$ cat config.mk
export PLATFORM = sky130hd
export DESIGN_NAME = apb_accum_seq
export DESIGN_NICKNAME = d
export VERILOG_FILES = /design/src/rtl/apb_accum_pkg.sv /design/src/rtl/apb_xfer_engine.sv /design/src/rtl/apb_accum_seq.sv
export SDC_FILE = /design/constraint.sdc
export NUM_CORES = 1
export LEC_CHECK = 0
export CAP_MARGIN = 20
export CORE_MARGIN = 2
export CORE_UTILIZATION = 40
export DETAILED_ROUTE_END_ITERATION = 8
export PLACE_DENSITY = 0.78
export SLEW_MARGIN = 40
export SYNTH_ARGS = -nofsm -noshare
export SYNTH_HDL_FRONTEND = slang
export SYNTH_SLANG_ARGS = --single-unit
$ cat constraint.sdc
create_clock -name PCLK -period 2.9 [get_ports PCLK]
set_input_delay 0.58 -clock PCLK [delete_from_list [all_inputs] [get_ports PCLK]]
set_output_delay 0.58 -clock PCLK [all_outputs]
set_load 0.1 [all_outputs]
$ cat src/rtl/apb_accum_pkg.sv
// apb_accum_pkg: shared definitions for the XOR-accumulator APB sequencer.
//   - Slave register addresses (ADDR_*)
//   - Control register codes (CTRL_*)
//   - Job state machine encoding (seq_state_t)
//   - APB transfer engine phase encoding (xfer_state_t)
package apb_accum_pkg;

  localparam logic [31:0] ADDR_VAL  = 32'h0000_0000;
  localparam logic [31:0] ADDR_MASK = 32'h0000_0004;
  localparam logic [31:0] ADDR_CTRL = 32'h0000_0008;
  localparam logic [31:0] ADDR_RES  = 32'h0000_000C;

  localparam logic [31:0] CTRL_ACC  = 32'h0000_0001;
  localparam logic [31:0] CTRL_CLR  = 32'h0000_0002;
  localparam logic [31:0] CTRL_INIT = 32'h0000_0003;

  // ST_BOOT is held during reset so job_ready stays low until the first
  // edge after PRESETn is released.
  typedef enum logic [3:0] {
    ST_BOOT,
    ST_IDLE,
    ST_MASK,
    ST_CLR,
    ST_WAIT_OP,
    ST_WR_VAL,
    ST_WR_CTRL,
    ST_RD_RES,
    ST_DRAIN,
    ST_DONE
  } seq_state_t;

  typedef enum logic [1:0] {
    XF_IDLE,
    XF_SETUP,
    XF_ACCESS
  } xfer_state_t;

endpackage

$ cat src/rtl/apb_xfer_engine.sv
// apb_xfer_engine: performs one APB transfer per accepted request.
// Ports:
//   clk, rst_n                 clock, synchronous active-low reset
//   req, addr, wr, wdata       transfer request; accepted when idle or in the
//                              completing ACCESS cycle (back-to-back)
//   done                       one-cycle pulse in the completing/aborting cycle
//   rdata, slverr, timeout     response qualified by done
//   paddr..pwdata              APB request outputs
//   prdata, pready, pslverr    APB response inputs
module apb_xfer_engine
  import apb_accum_pkg::*;
#(
  parameter int TIMEOUT_CYC = 16
) (
  input  logic        clk,
  input  logic        rst_n,
  input  logic        req,
  input  logic [31:0] addr,
  input  logic        wr,
  input  logic [31:0] wdata,
  output logic        done,
  output logic [31:0] rdata,
  output logic        slverr,
  output logic        timeout,
  output logic [31:0] paddr,
  output logic        psel,
  output logic        penable,
  output logic        pwrite,
  output logic [31:0] pwdata,
  input  logic [31:0] prdata,
  input  logic        pready,
  input  logic        pslverr
);

  localparam int TW = $clog2(TIMEOUT_CYC + 1);
  localparam logic [TW-1:0] T_LAST = TW'(TIMEOUT_CYC - 1);

  xfer_state_t   state_reg, state_next;
  logic [TW-1:0] tcnt_reg, tcnt_next;
  logic [31:0]   paddr_reg, pwdata_reg;
  logic          pwrite_reg;
  logic          accept;

  // A new command can start in the same cycle the previous one completes,
  // which gives back-to-back SETUP phases without an idle cycle.
  assign accept = req && ((state_reg == XF_IDLE) ||
                          ((state_reg == XF_ACCESS) && pready));

  always_comb begin
    state_next = state_reg;
    tcnt_next  = tcnt_reg;
    done       = 1'b0;
    slverr     = 1'b0;
    timeout    = 1'b0;
    case (state_reg)
      XF_IDLE: begin
        if (accept) state_next = XF_SETUP;
      end
      XF_SETUP: begin
        state_next = XF_ACCESS;
        tcnt_next  = '0;
      end
      XF_ACCESS: begin
        if (pready) begin
          done       = 1'b1;
          slverr     = pslverr;
          state_next = accept ? XF_SETUP : XF_IDLE;
        end else if (tcnt_reg == T_LAST) begin
          // Last permitted wait cycle: abort, bus goes idle next cycle.
          done       = 1'b1;
          timeout    = 1'b1;
          state_next = XF_IDLE;
        end else begin
          tcnt_next = tcnt_reg + TW'(1);
        end
      end
      default: state_next = XF_IDLE;
    endcase
  end

  always_ff @(posedge clk) begin
    if (!rst_n) begin
      state_reg  <= XF_IDLE;
      tcnt_reg   <= '0;
      paddr_reg  <= '0;
      pwdata_reg <= '0;
      pwrite_reg <= 1'b0;
    end else begin
      state_reg <= state_next;
      tcnt_reg  <= tcnt_next;
      if (accept) begin
        paddr_reg  <= addr;
        pwdata_reg <= wdata;
        pwrite_reg <= wr;
      end
    end
  end

  assign psel    = (state_reg != XF_IDLE);
  assign penable = (state_reg == XF_ACCESS);
  assign paddr   = paddr_reg;
  assign pwdata  = pwdata_reg;
  assign pwrite  = pwrite_reg;
  assign rdata   = prdata;

endmodule

$ cat src/rtl/apb_accum_seq.sv
// apb_accum_seq: APB master sequencer for the XOR-accumulator slave.
// Accepts a job (mask, init) and an operand stream, programs the slave
// (mask, clear or seed, one accumulate per operand), reads the result back
// and returns it with the operand count and error/timeout flags.
// Ports:
//   PCLK, PRESETn                       clock, synchronous active-low reset
//   job_valid/job_ready, job_mask/init  job handshake and parameters
//   op_valid/op_ready, op_data/op_last  operand stream
//   res_valid/res_ready, res_*          result handshake and payload
//   PADDR..PWDATA / PRDATA..PSLVERR     APB master bus
module apb_accum_seq
  import apb_accum_pkg::*;
#(
  parameter int TIMEOUT_CYC = 16,
  parameter int CNT_W       = 16
) (
  input  logic             PCLK,
  input  logic             PRESETn,
  input  logic             job_valid,
  output logic             job_ready,
  input  logic [31:0]      job_mask,
  input  logic             job_init,
  input  logic             op_valid,
  output logic             op_ready,
  input  logic [31:0]      op_data,
  input  logic             op_last,
  output logic             res_valid,
  input  logic             res_ready,
  output logic [31:0]      res_data,
  output logic [CNT_W-1:0] res_count,
  output logic             res_err,
  output logic             res_timeout,
  output logic [31:0]      PADDR,
  output logic             PSEL,
  output logic             PENABLE,
  output logic             PWRITE,
  output logic [31:0]      PWDATA,
  input  logic [31:0]      PRDATA,
  input  logic             PREADY,
  input  logic             PSLVERR
);

  seq_state_t       state_reg, state_next;
  logic             init_reg, init_next;
  logic             last_reg, last_next;
  logic [CNT_W-1:0] count_reg, count_next, count_inc;
  logic [31:0]      res_data_reg, res_data_next;
  logic             err_reg, err_next;
  logic             tmo_reg, tmo_next;

  logic             xf_req, xf_wr, xf_done, xf_slverr, xf_timeout;
  logic [31:0]      xf_addr, xf_wdata, xf_rdata;
  logic             xf_ok, xf_abort;

  apb_xfer_engine #(.TIMEOUT_CYC(TIMEOUT_CYC)) u_xfer (
    .clk     (PCLK),
    .rst_n   (PRESETn),
    .req     (xf_req),
    .addr    (xf_addr),
    .wr      (xf_wr),
    .wdata   (xf_wdata),
    .done    (xf_done),
    .rdata   (xf_rdata),
    .slverr  (xf_slverr),
    .timeout (xf_timeout),
    .paddr   (PADDR),
    .psel    (PSEL),
    .penable (PENABLE),
    .pwrite  (PWRITE),
    .pwdata  (PWDATA),
    .prdata  (PRDATA),
    .pready  (PREADY),
    .pslverr (PSLVERR)
  );

  assign count_inc = (count_reg == '1) ? count_reg : count_reg + CNT_W'(1);
  assign xf_ok     = xf_done && !xf_timeout;
  assign xf_abort  = xf_done && xf_timeout;

  // Transfer requests are issued on the transition into each transfer state
  // so the SETUP phase starts on the very next cycle; the engine latches the
  // command, so unlatched inputs (job_mask, op_data) can be used directly.
  always_comb begin
    state_next    = state_reg;
    init_next     = init_reg;
    last_next     = last_reg;
    count_next    = count_reg;
    res_data_next = res_data_reg;
    err_next      = err_reg;
    tmo_next      = tmo_reg;
    xf_req        = 1'b0;
    xf_addr       = ADDR_VAL;
    xf_wr         = 1'b1;
    xf_wdata      = '0;
    job_ready     = 1'b0;
    op_ready      = 1'b0;
    res_valid     = 1'b0;

    if (xf_done) err_next = err_reg | xf_slverr | xf_timeout;
    if (xf_abort) begin
      tmo_next      = 1'b1;
      res_data_next = '0;
      state_next    = last_reg ? ST_DONE : ST_DRAIN;
    end

    case (state_reg)
      ST_BOOT: state_next = ST_IDLE;
      ST_IDLE: begin
        job_ready = 1'b1;
        if (job_valid) begin
          init_next     = job_init;
          last_next     = 1'b0;
          count_next    = '0;
          res_data_next = '0;
          err_next      = 1'b0;
          tmo_next      = 1'b0;
          state_next    = ST_MASK;
          xf_req        = 1'b1;
          xf_addr       = ADDR_MASK;
          xf_wdata      = job_mask;
        end
      end
      ST_MASK: begin
        if (xf_ok) begin
          if (!init_reg) begin
            state_next = ST_CLR;
            xf_req     = 1'b1;
            xf_addr    = ADDR_CTRL;
            xf_wdata   = CTRL_CLR;
          end else begin
            state_next = ST_WAIT_OP;
          end
        end
      end
      ST_CLR: begin
        if (xf_ok) state_next = ST_WAIT_OP;
      end
      ST_WAIT_OP: begin
        op_ready = 1'b1;
        if (op_valid) begin
          last_next  = op_last;
          count_next = count_inc;
          state_next = ST_WR_VAL;
          xf_req     = 1'b1;
          xf_addr    = ADDR_VAL;
          xf_wdata   = op_data;
        end
      end
      ST_WR_VAL: begin
        if (xf_ok) begin
          state_next = ST_WR_CTRL;
          xf_req     = 1'b1;
          xf_addr    = ADDR_CTRL;
          // Only the first operand of a seeded job loads add_value directly.
          xf_wdata   = (init_reg && (count_reg == CNT_W'(1))) ? CTRL_INIT : CTRL_ACC;
        end
      end
      ST_WR_CTRL: begin
        if (xf_ok) begin
          if (last_reg) begin
            state_next = ST_RD_RES;
            xf_req     = 1'b1;
            xf_addr    = ADDR_RES;
            xf_wr      = 1'b0;
          end else begin
            state_next = ST_WAIT_OP;
          end
        end
      end
      ST_RD_RES: begin
        if (xf_ok) begin
          res_data_next = xf_rdata;
          state_next    = ST_DONE;
        end
      end
      ST_DRAIN: begin
        // Remaining operands of an aborted job are swallowed but counted.
        op_ready = 1'b1;
        if (op_valid) begin
          count_next = count_inc;
          if (op_last) state_next = ST_DONE;
        end
      end
      ST_DONE: begin
        res_valid = 1'b1;
        if (res_ready) state_next = ST_IDLE;
      end
      default: state_next = ST_IDLE;
    endcase
  end

  always_ff @(posedge PCLK) begin
    if (!PRESETn) begin
      state_reg    <= ST_BOOT;
      init_reg     <= 1'b0;
      last_reg     <= 1'b0;
      count_reg    <= '0;
      res_data_reg <= '0;
      err_reg      <= 1'b0;
      tmo_reg      <= 1'b0;
    end else begin
      state_reg    <= state_next;
      init_reg     <= init_next;
      last_reg     <= last_next;
      count_reg    <= count_next;
      res_data_reg <= res_data_next;
      err_reg      <= err_next;
      tmo_reg      <= tmo_next;
    end
  end

  assign res_data    = res_data_reg;
  assign res_count   = count_reg;
  assign res_err     = err_reg;
  assign res_timeout = tmo_reg;

endmodule

# Word-level counts from Yosys, hierarchy flattened

Index checks and enable logic that the tools add are counted.

Output and inout bits: 120
Word-level logic and storage cells: 131
Register bits: 128

Muxes and demuxes: 75
Bitwise operators: 2
Reduce and logical (&&, ||, !) cells: 18
$add $sub $neg: 2
Equality and inequality tests: 22

Operator list:

| operator                | number |
|---|---|
| $mux W32                | 5 |
| $pmux W32 S4            | 1 |
| $mux W4                 | 16 |
| $pmux W32 S2            | 1 |
| $mux W16                | 3 |
| $pmux W4 S9             | 1 |
| $pmux W16 S2            | 1 |
| $mux W1                 | 30 |
| $add A16 B1 Y16 const B | 1 |
| $eq A16 B1 Y1 const B   | 1 |
| $eq A16 B16 Y1 const B  | 1 |
| $eq A4 B3 Y1 const B    | 4 |
| $mux W2                 | 8 |
| $pmux W4 S4             | 1 |
| $mux W5                 | 2 |
| $ne A2 B2 Y1 const B    | 5 |
| $pmux W5 S2             | 1 |
| $eq A4 B2 Y1 const B    | 2 |
| $eq A4 B4 Y1 const B    | 2 |
| $reduce_bool A2 Y1      | 4 |
| $mux W3                 | 2 |
| $pmux W2 S3             | 1 |
| $reduce_and A3 Y1       | 2 |
| $add A5 B1 Y5 const B   | 1 |
| 16 further kinds        | 23 |

# Depth between registers and ports, before layout

Depth after elaboration: 12
Depth in mapped cells: 10

# Modules after synthesis

A second synthesis with hierarchy kept.

Cell total of the unflattened synthesis: 740
Area total of the unflattened synthesis: 6,389.9 sq um

By module, submodules not included:

| module          | seq. area each (sq um) | cells an instance | times used | area each (sq um) |
|---|---|---|---|---|
| apb_xfer_engine | 1,441.4                | 369               | 1          | 3,268.1 |
| apb_accum_seq   | 1,121.1                | 371               | 1          | 3,121.7 |

# Worst setup path before layout

OpenSTA, ideal clock, no wires.

Kind: register to register
Start: register state_reg[0]
End: register count_reg[9], in the netlist res_count[9]
Stages on the path, launching flop included: 7
Arrival time: 3.426 ns
Setup slack: -0.597 ns
Data required time: 2.829 ns
Cells stage by stage: dfxtp_1 -> buf_2 -> clkbuf_1 -> nor3_1 -> nand3b_1 -> or3_1 -> a21oi_1

Longest elaborated chain between the ends: 4
Elaborated cells between the ends (all ways): 10
Classes of those cells: eq/ne: 6; mux: 1; reduce/logical: 3

Ends and longest elaborated chain:

| what                                                  | line                 | RTL |
|---|---|---|
| start, declared                                       | apb_accum_seq.sv:43  | `seq_state_t state_reg, state_next;` |
| start signal, assigned                                | apb_accum_seq.sv:202 | `state_reg <= state_next;` |
| $eq A4 B4 Y1 or $eq A4 B3 Y1 (tied branches)          | apb_accum_seq.sv:106 | `case (state_reg)` |
| $reduce_or A2 Y1 (no source line)                     | -                    |  |
| $ne A2 B2 Y1 (no source line) (tied with other cells) | -                    |  |
| $reduce_and A4 Y1 (no source line)                    | -                    |  |
| end signal, assigned                                  | apb_accum_seq.sv:205 | `count_reg <= count_next;` |
| end, declared                                         | apb_accum_seq.sv:46  | `logic [CNT_W-1:0] count_reg, count_next, count_inc;` |

Several ways; a longest one is shown, not always the timed one.
A chain may end at the register's enable or synchronous reset.

# Worst setup path after layout

Start: register state_reg[2]
End: output port op_ready

Longest elaborated chain between the ends: 3
Elaborated cells between the ends (all ways): 4
Classes of those cells: eq/ne: 2; mux: 1; reduce/logical: 1

Ends and longest elaborated chain:

| what                                         | line                 | RTL |
|---|---|---|
| $eq A4 B4 Y1 or $eq A4 B3 Y1 (tied branches) | apb_accum_seq.sv:106 |  |
| $reduce_or A2 Y1 (no source line) (*)        | -                    |  |
| $mux W1 (*)                                  | apb_accum_seq.sv:106 |  |
| end, declared                                | apb_accum_seq.sv:24  | `output logic op_ready,` |

Every way passes the cells marked *; elsewhere a longest branch is shown, timed or not.

==> tab_implementation.tex <==
\begin{tabular}{lr}
\hline
Metric & Value \\
\hline
\multicolumn{2}{l}{\textbf{Synth}} \\
\quad Share of the synthesized area in the top cell type & 39.4\% \\
\quad Number of synthesized register bits & 98 \\
\quad Number of distinct library cell variants in the gate-level netlist after synthesis & 64 \\
\quad Area of the mapped netlist & 4970 um2 \\
\quad Post-synthesis instance total & 595 \\
\quad Share of the yosys chip area belonging to registers & 39.4\% \\
\quad Number of warning messages in the yosys log & 0 \\
\quad Count of flip-flops with a built-in enable after synthesis & 0 \\
\quad Async set-reset flop share out of synthesis & 0\% \\
\quad Synth Flop Type & dfxtp\_1 \\
\quad Cells taking the most area after synthesis & dfxtp\_1, a22oi\_1, nor2\_1 \\
\quad Synthesized area per cell & 8.36 um2 \\
\quad Cell type contributing the most total cell area after synthesis & dfxtp\_1 \\
\multicolumn{2}{l}{\textbf{Setup path}} \\
\quad CP top delay family & flip-flops \\
\quad Slowest cell on crit path & dfxtp\_1 \\
\quad Type of destination of the critical path & primary output \\
\quad Maximum single-stage delay on the critical path & 860 ps \\
\quad Maximum fanout along the worst path & 23 \\
\quad Worst setup path category & reg2out \\
\quad Kind of start point of the critical path & register \\
\quad Arrival time reported for the critical path endpoint & 2120 ps \\
\quad Worst path cell trace & xnor2\_1 -> nor3\_2 -> buf\_12 \\
\quad Required time at the endpoint of the critical path & approximately 2300 ps \\
\quad Sum of buffers and inverters on the critical path & 1 \\
\quad Path length in cells of the critical path & 3 \\
\quad Worst r2r path cells & 5 \\
\quad R2R setup slack & 350 ps \\
\multicolumn{2}{l}{\textbf{CTS}} \\
\quad Post-CTS setup buffers & 0 \\
\quad Sinks on Clock Net & 98 \\
\quad Clock tree from TritonCTS & built \\
\quad Clock Path Buffers & 2 \\
\quad H-tree lvl count & 3 \\
\quad Insertion delay of the later-clocked pin in the worst-skew pair & 350 ps \\
\quad Number of buffers inserted by hold repair at cts & 0 \\
\quad Cell chosen for the clock root & clkbuf\_16 \\
\quad Clock-pin slew reported for the worst setup and hold paths after clock tree synthesis & approximately 70 ps \\
\quad Number of cells upsized or downsized after cts & 0 \\
\quad Number of buffers created by CTS & 9 \\
\multicolumn{2}{l}{\textbf{Routing}} \\
\quad Detailed-route wire length & 14300 um \\
\quad Number of detailed-route iterations in the first pass & 5 \\
\quad Detailed-route DRC error count & 0 \\
\quad Average wire per cell in the routed design & 15.2 um \\
\quad Number of nets still failing antenna checks after routing & 0 \\
\quad Initial detailed-routing violation count & between 400 and 500 \\
\quad Average via count per standard cell & 5.45 \\
\quad Vias after detailed routing & 5144 \\
\multicolumn{2}{l}{\textbf{Placed design}} \\
\quad Sum of net half-perimeters after detailed placement & 10600 um \\
\quad GPL Wtd Cong & 0.871 \\
\quad DP Worst Slack & 321 ps \\
\quad Placed insts & 928 \\
\quad Buffers added on ports & 194 \\
\multicolumn{2}{l}{\textbf{Timing}} \\
\quad Endpoints failing hold & 0 \\
\quad Worst path setup slack after routing & 195 ps \\
\quad Worst slew slack as a fraction of its limit & 45.3\% \\
\quad Final Max Slew Viols & 0 \\
\quad Fin crit share & between 90 and 100\% \\
\quad RSZ-0062 raised after global routing & no \\
\quad Post-Route Setup TNS & 0 ps \\
\quad Minimum clock period & about 2700 ps \\
\quad Final-report setup violation count & 0 \\
\quad Max Freq & about 370 MHz \\
\quad Worst clock skew & about 10 ps \\
\quad Slew at the pin closest to its max-slew limit & 820 ps \\
\multicolumn{2}{l}{\textbf{Cells and area}} \\
\quad Fin util & 59.0\% \\
\quad Signed area change from the synthesized netlist to the final layout & 43.1\% \\
\quad Final net count & 884 \\
\quad Total of fill cells in the finished design & 1036 \\
\quad Ant diodes & 0 \\
\quad Cell Count, Final, Fillers Out & approximately 940 \\
\quad Fraction of layout cells with a size suffix above 1 & 17.9\% \\
\multicolumn{2}{l}{\textbf{Floorplanning}} \\
\quad Cell Rows & 40 \\
\quad Area of the core & 12100 um2 \\
\quad Die area & 13300 um2 \\
\quad I/O pins & around 230 \\
\quad Initial standard-cell utilization of the core & 41.2\% \\
\quad Die Ht & $\sim$120 um \\
\quad Die extent in x & approximately 120 um \\
\multicolumn{2}{l}{\textbf{Global routing}} \\
\quad Antenna violations before repair & 0 \\
\quad Aggregate global-route resource usage & 20.2\% \\
\quad Via count of the first global-routing pass & $\sim$4.5k \\
\quad Pin count of the biggest net entering global routing & 74 \\
\quad Final global-route overflow total & 0 \\
\quad Wire length of the first global-routing pass & between 20000 and 25000 um \\
\multicolumn{2}{l}{\textbf{Power and ir drop}} \\
\quad Pwr/cell area & 493 nW/um2 \\
\quad Peak supply drop & 0.335 mV \\
\quad Leakage power figure & 0.00274 uW \\
\multicolumn{2}{l}{\textbf{Worst hold path}} \\
\quad Min-Delay Path Depth & 2 \\
\quad Kind of path behind the tightest hold check & reg2reg \\
\multicolumn{2}{l}{\textbf{Outcome}} \\
\quad Result of the run & finished clean \\
\multicolumn{2}{l}{\textbf{Job}} \\
\quad Number of max-capacitance violations reported & 0 \\
\hline
\end{tabular}
## Yosys cell counts (5+ instances only)
master,count
nor3b_1,5
ha_1,8
or4_1,7
o31ai_1,8
nor4_1,6
a211oi_1,31
inv_1,9
clkbuf_1,36
buf_4,30
buf_2,6
o21ai_0,7
nor3_1,8
nand3b_1,8
nand3_1,9
and3_1,5
nor2_1,87
dfxtp_1,98
and2_1,5
mux2i_1,5
nand2_1,35
a22oi_1,64
nand4_1,10
a21oi_1,31
nor2b_1,7
## logic make-up after synthesis
family	synth area share, %
other	0.0754
buffers and inverters	9.28
DFF	39.4
adders and majority gates	2.01
and+or+nand+nor	21.6
AOI/OAI and AO/OA	26.1
xor gates and xnor gates	0.528
muxes	1.01
## final cells by class
type	count	area (um2)	area share, %
clock buffers	10	229	3.22
flip-flops and latches	98	1960	27.6
repair buffers	213	1920	27.0
well taps	168	210	2.95
inverters	10	37.5	0.527
multi-input cells	439	2690	37.7
clock inverters	6	73.8	1.04
## layer usage
metal	vias to the layer above	GRT usage, %	part of all wire (%)
met1	2376	26.0	42
met2	238	33.6	48
li1	2506	-	-
met4	0	6.02	1.4
met5	-	0	0
met3	24	4.97	8.8
## placed cells by master, fill, tap and decap left out, drive strengths merged, types with 3 or more instances in the layout
cell	n
o211ai	3
nor2	87
and3	5
nand4	10
a2111oi	3
nand3	9
nor2b	7
nor3	8
inv	12
or4	7
ha	8
or3	5
nor3b	5
dfxtp	98
nand3b	8
a21o	3
clkbuf	10
clkdlybuf4s50	104
conb	30
mux2i	5
o41ai	3
a21bo	3
a21oi	31
a211oi	31
nand2b	4
o21ai	9
buf	109
and2	6
a22oi	64
o31ai	8
nor4	6
and4	3
o22ai	3
nand2	35
## stage by stage
stage / cell area (um2) / power, uW / hold WS, ps
2_1_floorplan: 5100 / 2080 / 449
3_3_place_gp: 6820 / 2310 / 438
3_5_place_dp: 6820 / 2330 / 450
4_1_cts: 7120 / 3550 / 458
5_1_grt: 7120 / 3650 / 491
6_report: 7120 / 3510 / 453
## final timing paths
kind,from,endpoint
hold reg to reg,res_timeout,res_timeout
hold / removal,res_timeout,res_timeout
setup reg to reg,state_reg[2],res_count[0]
setup / recovery,state_reg[2],op_ready
## worst reg2reg max path: stages (launching register included)
cell,delay [ps]
dfxtp_1,860
xnor2_1,310
nor4b_4,520
and3_1,440
nor3_1,150
mux2i_1,140
## where the power goes
group,switching [uW],internal [uW]
Sequential,27.7,1380
Combinational,623,260
Clock,535,680
No activity file was read; power rests on OpenSTA's default activity.
